## src/rtl/frac_strobe_monitor.sv

```systemverilog
// Receive-side checker for a fractional-rate strobe train: measures strobe intervals
// and per-window totals, flags illegal spacing, and reports lock after clean windows.
module frac_strobe_monitor #(
  parameter int SOURCE_NUM   = 76,
  parameter int DEST_NUM     = 10,
  parameter int LOCK_WINDOWS = 4
) (
  input  logic        clk,
  input  logic        rst,
  input  logic        strobe_in,
  input  logic        clear,
  output logic [7:0]  interval,
  output logic        interval_vld,
  output logic [15:0] window_total,
  output logic        window_vld,
  output logic        locked,
  output logic        err_interval,
  output logic        err_total,
  output logic [7:0]  err_cnt
);

  localparam int SDIV = SOURCE_NUM / DEST_NUM;
  localparam logic [7:0]  K_LO     = 8'(SDIV);
  localparam logic [7:0]  K_HI     = 8'(SDIV + 1);
  localparam logic [7:0]  LAST_IDX = 8'(DEST_NUM - 1);
  localparam logic [7:0]  LOCK_MAX = 8'(LOCK_WINDOWS);
  localparam logic [15:0] SRC_TOT  = 16'(SOURCE_NUM);

  typedef enum logic [1:0] {IDLE = 2'd0, ACQ = 2'd1, TRACK = 2'd2} state_t;

  state_t      state_r, state_s;
  logic [7:0]  gap_r, gap_s;
  logic [7:0]  idx_r, idx_s;
  logic [15:0] sum_r, sum_s;
  logic [7:0]  lock_cnt_r, lock_cnt_s;
  logic [15:0] win_sum_s;
  logic [7:0]  lock_inc_s;
  logic [7:0]  interval_s;
  logic        interval_vld_s;
  logic [15:0] window_total_s;
  logic        window_vld_s;
  logic        locked_s;
  logic        err_interval_s;
  logic        err_total_s;
  logic [7:0]  err_cnt_s;

  function automatic logic [15:0] sat_add16(input logic [15:0] a, input logic [7:0] b);
    logic [16:0] s;
    s = {1'b0, a} + {9'd0, b};
    return s[16] ? 16'hFFFF : s[15:0];
  endfunction

  // Next-state and next-output computation; gap holds cycles elapsed since the last strobe.
  always_comb begin
    state_s        = state_r;
    gap_s          = gap_r;
    idx_s          = idx_r;
    sum_s          = sum_r;
    lock_cnt_s     = lock_cnt_r;
    interval_s     = interval;
    interval_vld_s = 1'b0;
    window_total_s = window_total;
    window_vld_s   = 1'b0;
    locked_s       = locked;
    err_interval_s = 1'b0;
    err_total_s    = 1'b0;
    err_cnt_s      = err_cnt;
    win_sum_s      = sat_add16(sum_r, gap_r);
    lock_inc_s     = (lock_cnt_r < LOCK_MAX) ? lock_cnt_r + 8'd1 : lock_cnt_r;

    if (clear) begin
      state_s        = IDLE;
      gap_s          = 8'd0;
      idx_s          = 8'd0;
      sum_s          = 16'd0;
      lock_cnt_s     = 8'd0;
      interval_s     = 8'd0;
      window_total_s = 16'd0;
      locked_s       = 1'b0;
      err_cnt_s      = 8'd0;
    end else begin
      case (state_r)
        IDLE: begin
          if (strobe_in) begin
            state_s = ACQ;
            gap_s   = 8'd1;
            idx_s   = 8'd0;
            sum_s   = 16'd0;
          end else begin
            state_s = IDLE;
          end
        end
        ACQ, TRACK: begin
          if (strobe_in) begin
            gap_s = 8'd1;
            if (gap_r < K_LO) begin
              err_interval_s = 1'b1;
              locked_s       = 1'b0;
              lock_cnt_s     = 8'd0;
              state_s        = ACQ;
              idx_s          = 8'd0;
              sum_s          = 16'd0;
            end else if (gap_r <= K_HI) begin
              interval_s     = gap_r;
              interval_vld_s = 1'b1;
              if (idx_r == LAST_IDX) begin
                window_total_s = win_sum_s;
                window_vld_s   = 1'b1;
                idx_s          = 8'd0;
                sum_s          = 16'd0;
                if (win_sum_s == SRC_TOT) begin
                  lock_cnt_s = lock_inc_s;
                  locked_s   = (lock_inc_s >= LOCK_MAX);
                  state_s    = TRACK;
                end else begin
                  err_total_s = 1'b1;
                  locked_s    = 1'b0;
                  lock_cnt_s  = 8'd0;
                  state_s     = ACQ;
                end
              end else begin
                idx_s = idx_r + 8'd1;
                sum_s = win_sum_s;
              end
            end else begin
              // Unreachable in normal flow: the timeout below fires first.
              err_interval_s = 1'b1;
              locked_s       = 1'b0;
              lock_cnt_s     = 8'd0;
              state_s        = IDLE;
            end
          end else if (gap_r >= K_HI) begin
            err_interval_s = 1'b1;
            locked_s       = 1'b0;
            lock_cnt_s     = 8'd0;
            state_s        = IDLE;
            gap_s          = 8'd0;
          end else begin
            gap_s = gap_r + 8'd1;
          end
        end
        default: begin
          state_s = IDLE;
        end
      endcase

      if ((err_interval_s || err_total_s) && (err_cnt != 8'hFF)) begin
        err_cnt_s = err_cnt + 8'd1;
      end else begin
        err_cnt_s = err_cnt;
      end
    end
  end

  // State, counters and registered outputs.
  always_ff @(posedge clk or posedge rst) begin
    if (rst) begin
      state_r      <= IDLE;
      gap_r        <= 8'd0;
      idx_r        <= 8'd0;
      sum_r        <= 16'd0;
      lock_cnt_r   <= 8'd0;
      interval     <= 8'd0;
      interval_vld <= 1'b0;
      window_total <= 16'd0;
      window_vld   <= 1'b0;
      locked       <= 1'b0;
      err_interval <= 1'b0;
      err_total    <= 1'b0;
      err_cnt      <= 8'd0;
    end else begin
      state_r      <= state_s;
      gap_r        <= gap_s;
      idx_r        <= idx_s;
      sum_r        <= sum_s;
      lock_cnt_r   <= lock_cnt_s;
      interval     <= interval_s;
      interval_vld <= interval_vld_s;
      window_total <= window_total_s;
      window_vld   <= window_vld_s;
      locked       <= locked_s;
      err_interval <= err_interval_s;
      err_total    <= err_total_s;
      err_cnt      <= err_cnt_s;
    end
  end

endmodule

```

## config.mk

```make
export PLATFORM = sky130hd
export DESIGN_NAME = frac_strobe_monitor
export DESIGN_NICKNAME = d
export VERILOG_FILES = /design/src/rtl/frac_strobe_monitor.sv
export SDC_FILE = /design/constraint.sdc
export NUM_CORES = 1
export LEC_CHECK = 0
export ABC_AREA = 1
export CORE_AREA = 5 5 118 76
export DETAILED_ROUTE_END_ITERATION = 16
export DIE_AREA = 0 0 123 81
export PLACE_DENSITY = 0.79
export SKIP_LAST_GASP = 1
export SLEW_MARGIN = 5
export SYNTH_ARGS = -nofsm -noshare
export SYNTH_HDL_FRONTEND = slang
export SYNTH_SLANG_ARGS = --single-unit
```

## constraint.sdc

```tcl
create_clock -name clk -period 2.9 [get_ports clk]
set_input_delay 0.435 -clock clk [delete_from_list [all_inputs] [get_ports clk]]
set_output_delay 0.435 -clock clk [all_outputs]
set_load 0.01 [all_outputs]
```

Yosys cells after proc, flatten, opt, wreduce, memory -nomap -nowiden
Cells that the tools add are included.
{ "classes": {"add_sub_neg": 5, "n_lt_le_gt_ge": 5, "eq_ne": 12, "n_mux": 85, "reduce_logical": 17} }
{ "ops": {"columns": ["cell", "count"], "rows": [
  ["two-way mux 16 bit", 13],
  ["two-way mux 8 bit", 26],
  ["two-way mux 1 bit", 35],
  ["adder 8 x 1 -> 8 bit (second input constant)", 4],
  ["case mux 16 bit (2 select lines)", 1],
  ["case mux 8 bit (2 select lines)", 2],
  ["adder 16 x 8 -> 17 bit", 1],
  ["equality test 16 x 7 -> 1 bit (second input constant)", 1],
  ["< comparator 8 x 3 -> 1 bit (second input constant)", 2],
  ["two-way mux 2 bit", 7],
  ["nonzero test 2 bit", 5],
  ["equality test 8 x 4 -> 1 bit (second input constant)", 1],
  ["greater-or-equal comparator 8 x 3 -> 1 bit (second input constant)", 1],
  ["greater-or-equal comparator 8 x 4 -> 1 bit (second input constant)", 1],
  ["less-or-equal comparator 8 x 4 -> 1 bit (second input constant)", 1],
  ["!= test 4 bit (second input constant)", 2],
  ["!= test 8 bit (second input constant)", 1],
  ["AND reduction 4 bit", 2],
  ["!= test 3 bit (second input constant)", 2],
  ["!= test 6 bit (second input constant)", 1],
  ["nonzero test 3 bit", 2],
  ["!= test 5 x 4 -> 1 bit (second input constant)", 1],
  ["AND reduction 5 bit", 1],
  ["case mux 2 bit (2 select lines)", 1],
  ["other kinds (9)", 10]
]} }
{ "totals": {"ff_bits": 79, "inputBits": 4, "output_inout_bits": 37, "elab_cells": 137} }

Depth between registers and ports, before layout
Gate-level depths: netlist (run 1).
{ "logic_depth": {"ltp_word": 14, "ltp_mapped": 19} }

Worst setup path before layout (run 1)
OpenSTA, ideal clock, no wires.
{ "synth_path": {"kind": "register to register", "startpoint": "register gap_r[0]", "endpoint": "register err_cnt[6]", "setup_ps": 66, "arrival_ps": 2340, "required_time_ps": 2834, "path_slack_ps": 495, "stages_incl_launch_ff": 18, "path_buffers": 0, "period_less_slack_ps": 2405, "cell_sequence": "dfrtp_1 -> ha_1 -> fa_1 -> nand2_1 -> nand2_2 -> nand3_2 -> nand2_4 -> nand2_4 -> inv_4 -> nor2_1 -> nand2_1 -> nor2_2 -> nand3_2 -> nand2_2 -> nand2_4 -> nand2_4 -> nand3_1 -> nand2_1"} }
{ "synth_via": {"elab_chain_cells": 13} }
{ "synth_rtl": {"columns": ["item", "line_no", "rtl"], "rows": [
  ["start, declared", "32", "logic [7:0] gap_r, gap_s;"],
  ["start signal, assigned", "173", "gap_r <= gap_s;"],
  ["adder 16 x 8 -> 17 bit", "49", "s = {1'b0, a} + {9'd0, b};"],
  ["two-way mux 16 bit", "50", "return s[16] ? 16'hFFFF : s[15:0];"],
  ["equality test 16 x 7 -> 1 bit", "111", "if (win_sum_s == SRC_TOT) begin"],
  ["two-way mux 1 bit", "111", null],
  ["two-way mux 1 bit", "106", "if (idx_r == LAST_IDX) begin"],
  ["two-way mux 1 bit", "103", "end else if (gap_r <= K_HI) begin"],
  ["two-way mux 1 bit", "96", "if (gap_r < K_LO) begin"],
  ["two-way mux 1 bit", "94", "if (strobe_in) begin"],
  ["two-way mux 1 bit", "82", "case (state_r)"],
  ["two-way mux 1 bit", "71", "if (clear) begin"],
  ["logical OR 1 bit (*)", "147", "if ((err_interval_s || err_total_s) && (err_cnt != 8'hFF)) begin"],
  ["logical AND 1 bit (*)", "147", null],
  ["nonzero test 2 bit (no line) (*)", null, null],
  ["end signal, assigned", "184", "err_cnt <= err_cnt_s;"],
  ["end, declared", "19", "output logic [7:0] err_cnt"]
]} }
Mark *: on every way between the ends. The rest lies on a longest branch, timed or not. The select of a mux whose other input is x is not followed.
A chain may end at the register's enable or synchronous reset.

Worst setup path in the final report (run 1)
{ "layout_path": {"startpoint": "register gap_r[0]", "endpoint": "register err_cnt[0]"} }
Same word-level chain as after synthesis.

==> results_dict.tcl, run 1 <==
set metrics [dict create \
    synth_top_family_by_area "simple AND/OR/NAND/NOR gates" \
    syn2layout_area_growth_pct 20.56 \
    drt_iter0_drc 365 \
    synthAdderAreaFrac_pct 5.055 \
    synth_edf_count 0 \
    min_period_ns 2.673 \
    holdBufCountCts 0 \
    critPathLaunchType "flop" \
    die_w_um 123 \
    power.share.switching_pct 23.55 \
    synth_area_um2 4357 \
    num_vias 3951 \
    crit_path_end_kind "flop" \
    p_int_uw 1824 \
    num_rows 25 \
    htreeDepth 3 \
    cp_max_fo 9 \
    status "completed" \
    seqPwrFrac_pct 47.1 \
    core_area_um2 7664 \
    yosys.area_share.simple_pct 29.84 \
    clockPowerShare_pct 46.3 \
    synth_top_area_cell "dfrtp_1" \
    clk_path_buf_depth 2 \
    synth.area.top_cells "dfrtp_1, nand2_1, inv_1" \
    clk_pin_slew_ns 0.06 \
    fp.dieH_um 81 \
    cp.arrival_ns 2.95 \
    ant_nets 0 \
    synth_mux_area_share_pct 0 \
    slowest_stage "dfrtp_1" \
    fmax_mhz 374.1 \
    combPwrFrac_pct 6.6 \
    via_per_inst 5.427 \
    utilization_pct 68.54 \
    required_ns 3.18 \
    port-buffer-count 40 \
    synth_compound_area_share_pct 9.563 \
    synthCells 561 \
    cts_buffers 9 \
    initial_core_util_pct 56.85 \
    worst_pin_slew_ns 0.5787 \
    vdd_drop_max_mv 0.3951 \
    synth_cell_type_count 37 \
    relSlewSlack_pct 61.37 \
    yosysTopAreaCellShare_pct 45.38 \
    timing.final.max_slew_violations 0 \
    globalplace.congestion 0.9031 \
    drive_above_1_share_pct 9.839 \
    rsz0062_at_grt "false" \
    clkLatencyLatePin_ns 0.34 \
    cp_cell_sequence "ha_2 > fa_2 > nand2_1 > nand2_2 > nand3_1 > nand2_1 > nand2_1 > nand2_1 > nand2_1 > nand2_1 > nor2_2 > nand2_1 > nor2_2 > nand3_2 > nand2_2 > nand2_4 > nand2_4 > nand3_1 > nand2_1" \
    timing_hold_violations_final 0 \
    p_leak_uw 0.002575 \
    synth-seq-cells 79 \
    syn-num-nets 582 \
    grt_overflow 0 \
    synth_xor_area_share_pct 2.010 \
    nFillCells 615 \
    crit_type "reg2reg" \
    netSwitchingPower_uw 562.0 \
    cpPeakStageDelay_ns 0.38 \
    routed_wl_um 10690 \
    post-route-period-util_pct 92.19 \
    maxCapViolations 0 \
    grt_pass1_vias 3687 \
    grt_max_degree 48 \
    cts_tree "done" \
    ioPinCount 41 \
    async_flop_share_pct 100.0 \
    dieArea_um2 9963 \
    grt_use_total_pct 23.67 \
    synth_common_cells "nand2_1, dfrtp_1, inv_1, nor2_1" \
    drc_errors 0 \
    antenna_found_initial 0 \
    hpwl_um 7993 \
    yosysWarnings 0 \
    finClkSkew_ns 0.006430 \
    wire_per_inst_um 14.69 \
    p_per_area_nw_per_um2 454.3 \
    avgSynthCellArea_um2 7.766 \
    fin_tns_setup_ns 0 \
    yosysMostFrequentCell "nand2_1" \
    diodes 0 \
    grt_pass1_wl_um 18200 \
    synth_top_flop_cell "dfrtp_1" \
    yosysSeqAreaShare_pct 45.38 \
    final_nets 636 \
    cts.sinks 79 \
    cpMostUsedCell "nand2_1" \
    first_pass_iters 5 \
    setup_viol 0 \
    worstHoldPathType "in2async" \
    root_buffer "clkbuf_16" \
]
==> path summary, 6_finish.rpt <==
path                       cells after the start                           end  slack [ns]                 start
max in group asynchronous                      3   window_total[5]$_DFFE_PP0P_        1.80                   rst
hold reg to reg                                1          idx_r[6]$_DFFE_PP0P_        0.46  idx_r[5]$_DFFE_PP0P_
setup reg to reg                              19        err_cnt[0]$_DFFE_PP0P_        0.23  gap_r[0]$_DFFE_PP0P_
setup / recovery                              19        err_cnt[0]$_DFFE_PP0P_        0.23  gap_r[0]$_DFFE_PP0P_
min in group clk                               1          idx_r[6]$_DFFE_PP0P_        0.46  idx_r[5]$_DFFE_PP0P_
hold / removal                                 2  window_total[13]$_DFFE_PP0P_        0.46                   rst
==> power by group through the flow <==
stage / Sequential, uW / Clock [uW] / Combinational (uW)
2_1_floorplan: 1140 / 0 / 101
3_3_place_gp: 1140 / 0 / 151
3_5_place_dp: 1140 / 0 / 155
4_1_cts: 1120 / 1120 / 155
5_1_grt: 1120 / 1180 / 180
6_report: 1120 / 1100 / 158
==> logic make-up (layout without fill, tap and decap cells) <==
| group | count (synthesis) | in the layout |
|---|---|---|
| AO/OA/AOI/OAI | 76 | 76 |
| XOR/XNOR | 10 | 10 |
| adder cells (fa/ha/maj) | 17 | 17 |
| buffers and inverters | 91 | 150 |
| flip-flops | 79 | 79 |
| AND/OR/NAND/NOR | 288 | 288 |
==> placed cells by master, fill, tap and decap left out, drive strengths merged, types with 13 or more instances in the layout <==
cell	synthesis	routed
nand2	146	146
inv	81	80
dfrtp	79	79
nor2	66	66
nand3	44	44
o21ai	41	41
clkdlybuf4s50	0	40
a21oi	17	17
ha	16	16
nand4	14	14
nor3	13	13
==> metal layers <==
metal / part of all wire (%) / track usage, % / wire, um
met5: 0 / 0 / 0
met4: 1.1 / 6.630 / 118
met3: 7.4 / 6.541 / 790
met2: 42 / 34.60 / 4442
met1: 50 / 34.58 / 5339
==> flip-flops by register name, summed over array words and instances, names as in the netlist <==
signal	cells
lock_cnt_r	8
err_total	1
window_vld	1
err_cnt	8
window_total	16
err_interval	1
interval_vld	1
sum_r	16
gap_r	8
interval	8
locked	1
state_r	2
idx_r	8
==> cell type report <==
class	count	area [um^2]	area share, %
flip-flops and latches	79	1977	37.64
clock buffers	10	229.0	4.359
clock inverters	6	61.31	1.167
multi-input cells	391	2043	38.90
inverters	84	319.1	6.074
repair buffers	50	488.0	9.290
well taps	108	135.1	2.573
==> stage by stage <==
step                      worst slack [ns]  hold slack, ns  area, um^2  instances  total power [uW]
after global routing               0.04768          0.4723        5253        728              2489
after global placement              0.1201          0.4424        4936        711              1295
after detailed placement           0.05119          0.4631        4936        711              1300
final                               0.2266          0.4611        5253        728              2386
after CTS                          0.03422          0.4582        5226        727              2404
after floorplan                     0.4416          0.4233        4357        561              1244
==> critical path, delay by kind of cell (launching register included) <==
kind	cells	cell delay, ns
AND/OR/NAND/NOR	17	1.67
adder cells (fa/ha/maj)	2	0.56
flip-flops	1	0.38
==> what timing repair did <==
item	CTS	global route
buffers inserted	0	1
hold endpoints to repair	0	0
setup endpoints to repair	0	19
gates resized for setup	0	5
No activity file was read; power rests on OpenSTA's default activity.
==> run 2, diff against run 1 <==
- CORE_AREA: 5 5 118 76 -> 5 5 151 95
- DIE_AREA: 0 0 123 81 -> 0 0 156 100
- PLACE_DENSITY: 0.79 -> unset
==> run 2 against run 1 <==
Compared with the run above: critical path depth unchanged; wire length up 4.8%; clock power hardly changed; total power fell by 0.45%; combinational power barely moved; final cell count grew 8.7%; non-clock buffer count rose by 1; sequential power is essentially flat; core utilization is 27 points lower; worst hold slack lost 0.036 ns.
==> results_dict.tcl, run 2 (synthesis gave the netlist of run 1 again) <==
set metrics [dict create \
    most-common-layout-cells "nand2_1, dfrtp_1, inv_1, nor2_1, clkdlybuf4s50_1" \
    drt_iter0_drc 416 \
    reg2reg_slack_ns 0.16 \
    reg2reg_to "err_cnt[0]$_DFFE_PP0P_" \
    port-buffer-count 40 \
    antenna_found_initial 0 \
    cp.arrival_ns 3.02 \
    grt_overflow 0 \
    p_per_area_nw_per_um2 446.3 \
    top_usage_layer "met1" \
    root_buffer "clkbuf_16" \
    grt_pass1_vias 3550 \
    required_ns 3.18 \
    initial_core_util_pct 34.33 \
    p_leak_uw 0.002592 \
    cpPeakStageDelay_ns 0.41 \
    cts_buffers 9 \
    cts.sinks 79 \
    cp_max_fo 9 \
    mostFrequentLayoutCell "nand2_1" \
    combPwrFrac_pct 6.7 \
    grt_pass1_wl_um 18530 \
    grt_max_degree 53 \
    crit_type "reg2reg" \
    num_vias 3878 \
    diodes 0 \
    status "completed" \
    critPathLaunchType "flop" \
    drive_above_1_share_pct 10.14 \
    finClkSkew_ns 0.006539 \
    routed_wl_um 11210 \
    hpwl_um 8521 \
    rr_worst_depth 19 \
    reg_top3 "sum_r (16), window_total (16)" \
    power.share.switching_pct 24.78 \
    post-route-period-util_pct 94.42 \
    clkLatencyLatePin_ns 0.35 \
    cp_cell_sequence "ha_2 > fa_2 > nand2_1 > nand2_2 > nand3_1 > nand2_1 > nand2_1 > nand2_1 > nand2_1 > nand2_1 > nor2_2 > nand2_2 > nor2_2 > nand3_2 > nand2_2 > nand2_4 > nand2_4 > nand3_1 > nand2_1" \
    place_ws_ns 0.08215 \
    grt_use_total_pct 15.10 \
    core_area_um2 12690 \
    wire_per_inst_um 14.17 \
    die_w_um 156 \
    drc_errors 0 \
    first_pass_iters 7 \
    setup_slack_ns 0.1618 \
    worstHoldPathType "in2async" \
    final_cells 791 \
    multi_input_comb_area_um2 2034 \
    startpoint "gap_r[0]$_DFFE_PP0P_" \
    syn2layout_area_growth_pct 22.17 \
    htreeDepth 3 \
    use_met1_pct 23.57 \
    timing.final.max_slew_violations 0 \
    ant_nets 0 \
    cts_tree "done" \
    p_int_uw 1787 \
    holdBufCountCts 0 \
    via_per_inst 4.903 \
    fp.dieH_um 100 \
    maxCapViolations 0 \
    reg2reg_from "gap_r[0]$_DFFE_PP0P_" \
    min_period_ns 2.738 \
    seqPwrFrac_pct 47.3 \
    vdd_drop_max_mv 0.2727 \
    regArea_um2 1977 \
    slowest_stage "dfrtp_1" \
    netSwitchingPower_uw 588.5 \
    met2_usage_pct 20.51 \
    final_nets 637 \
    crit_path_end_kind "flop" \
    timing_hold_violations_final 0 \
    total_power_uw 2375 \
    nFillCells 1266 \
    worst_pin_slew_ns 0.6759 \
    clk_path_buf_depth 2 \
    dieArea_um2 15600 \
    critPathCapture "err_cnt[0]$_DFFE_PP0P_" \
    num_rows 32 \
    grt_use_met3_pct 3.533 \
    clk_pin_slew_ns 0.06 \
    fmax_mhz 365.2 \
    setup_viol 0 \
    cpMostUsedCell "nand2_1" \
    ioPinCount 41 \
    globalplace.congestion 0.8988 \
    place_inst 773 \
    clockPowerShare_pct 46.0 \
    relSlewSlack_pct 54.77 \
]
==> run 2: cell types whose count changed in the layout (fill, tap and decap cells not counted), sizes merged <==
cell    delta
buf        +1
bufinv     -1
clkbuf     +1
clkinv     -1
inv        +1
==> run 2: power groups by stage <==
| stage | Combinational (uW) | Sequential [uW] | Clock (uW) |
|---|---|---|---|
| after floorplan | 101 | 1140 | 0 |
| after global placement | 155 | 1140 | 0 |
| after detailed placement | 157 | 1140 | 0 |
| after CTS | 157 | 1120 | 1120 |
| after global routing | 182 | 1130 | 1170 |
| final | 159 | 1120 | 1090 |
==> run 2: layer usage <==
| layer | share of wire (%) | wire length (um) | up-vias |
|---|---|---|---|
| met3 | 7.0 | 780 | 14 |
| met2 | 40 | 4432 | 142 |
| met4 | 1.5 | 164 | 0 |
| met1 | 52 | 5830 | 1803 |
| met5 | 0 | 0 | - |
| li1 | - | - | 1919 |
==> run 2: what timing repair did <==
item | in CTS | in global routing
setup buffers | 0 | 2
setup endpoints to repair | 0 | 19
gates resized for setup | 0 | 4
==> run 2: how the worst min path moves through the flow <==
| stage | to | slack, ns | cells after the start |
|---|---|---|---|
| final | idx_r[5]$_DFFE_PP0P_ | 0.43 | 2 |
| after floorplan | idx_r[6]$_DFFE_PP0P_ | 0.42 | 1 |
| after global routing | idx_r[5]$_DFFE_PP0P_ | 0.47 | 2 |
| after global placement | idx_r[6]$_DFFE_PP0P_ | 0.44 | 1 |
| after CTS | idx_r[5]$_DFFE_PP0P_ | 0.45 | 2 |
| after detailed placement | interval[3]$_DFFE_PP0P_ | 0.46 | 2 |
==> run 2: area by class of cell <==
class / instances / share of cell area [%]
Multi-Input combinational cell: 391 / 38.22
Clock buffer: 11 / 4.748
Timing Repair Buffer: 51 / 9.309
Clock inverter: 5 / 0.5877
Inverter: 84 / 5.994
Tap cell: 170 / 3.996
Sequential cell: 79 / 37.14
==> run 2: critical path, delay by kind of cell, from the launching register on <==
| kind | cells | cell delay [ns] |
|---|---|---|
| DFF | 1 | 0.41 |
| and+or+nand+nor | 17 | 1.70 |
| adders and majority gates | 2 | 0.57 |
==> run 2: through the flow <==
stage	hold WS (ns)	util (%)	instance area (um^2)	TNS (ns)
6_report	0.4255	41.94	5323	0
2_1_floorplan	0.4233	-	4357	0
3_5_place_dp	0.4604	39.50	5014	0
4_1_cts	0.4475	41.74	5298	0
5_1_grt	0.4735	41.94	5323	-0.1979
3_3_place_gp	0.4399	39.50	5014	0
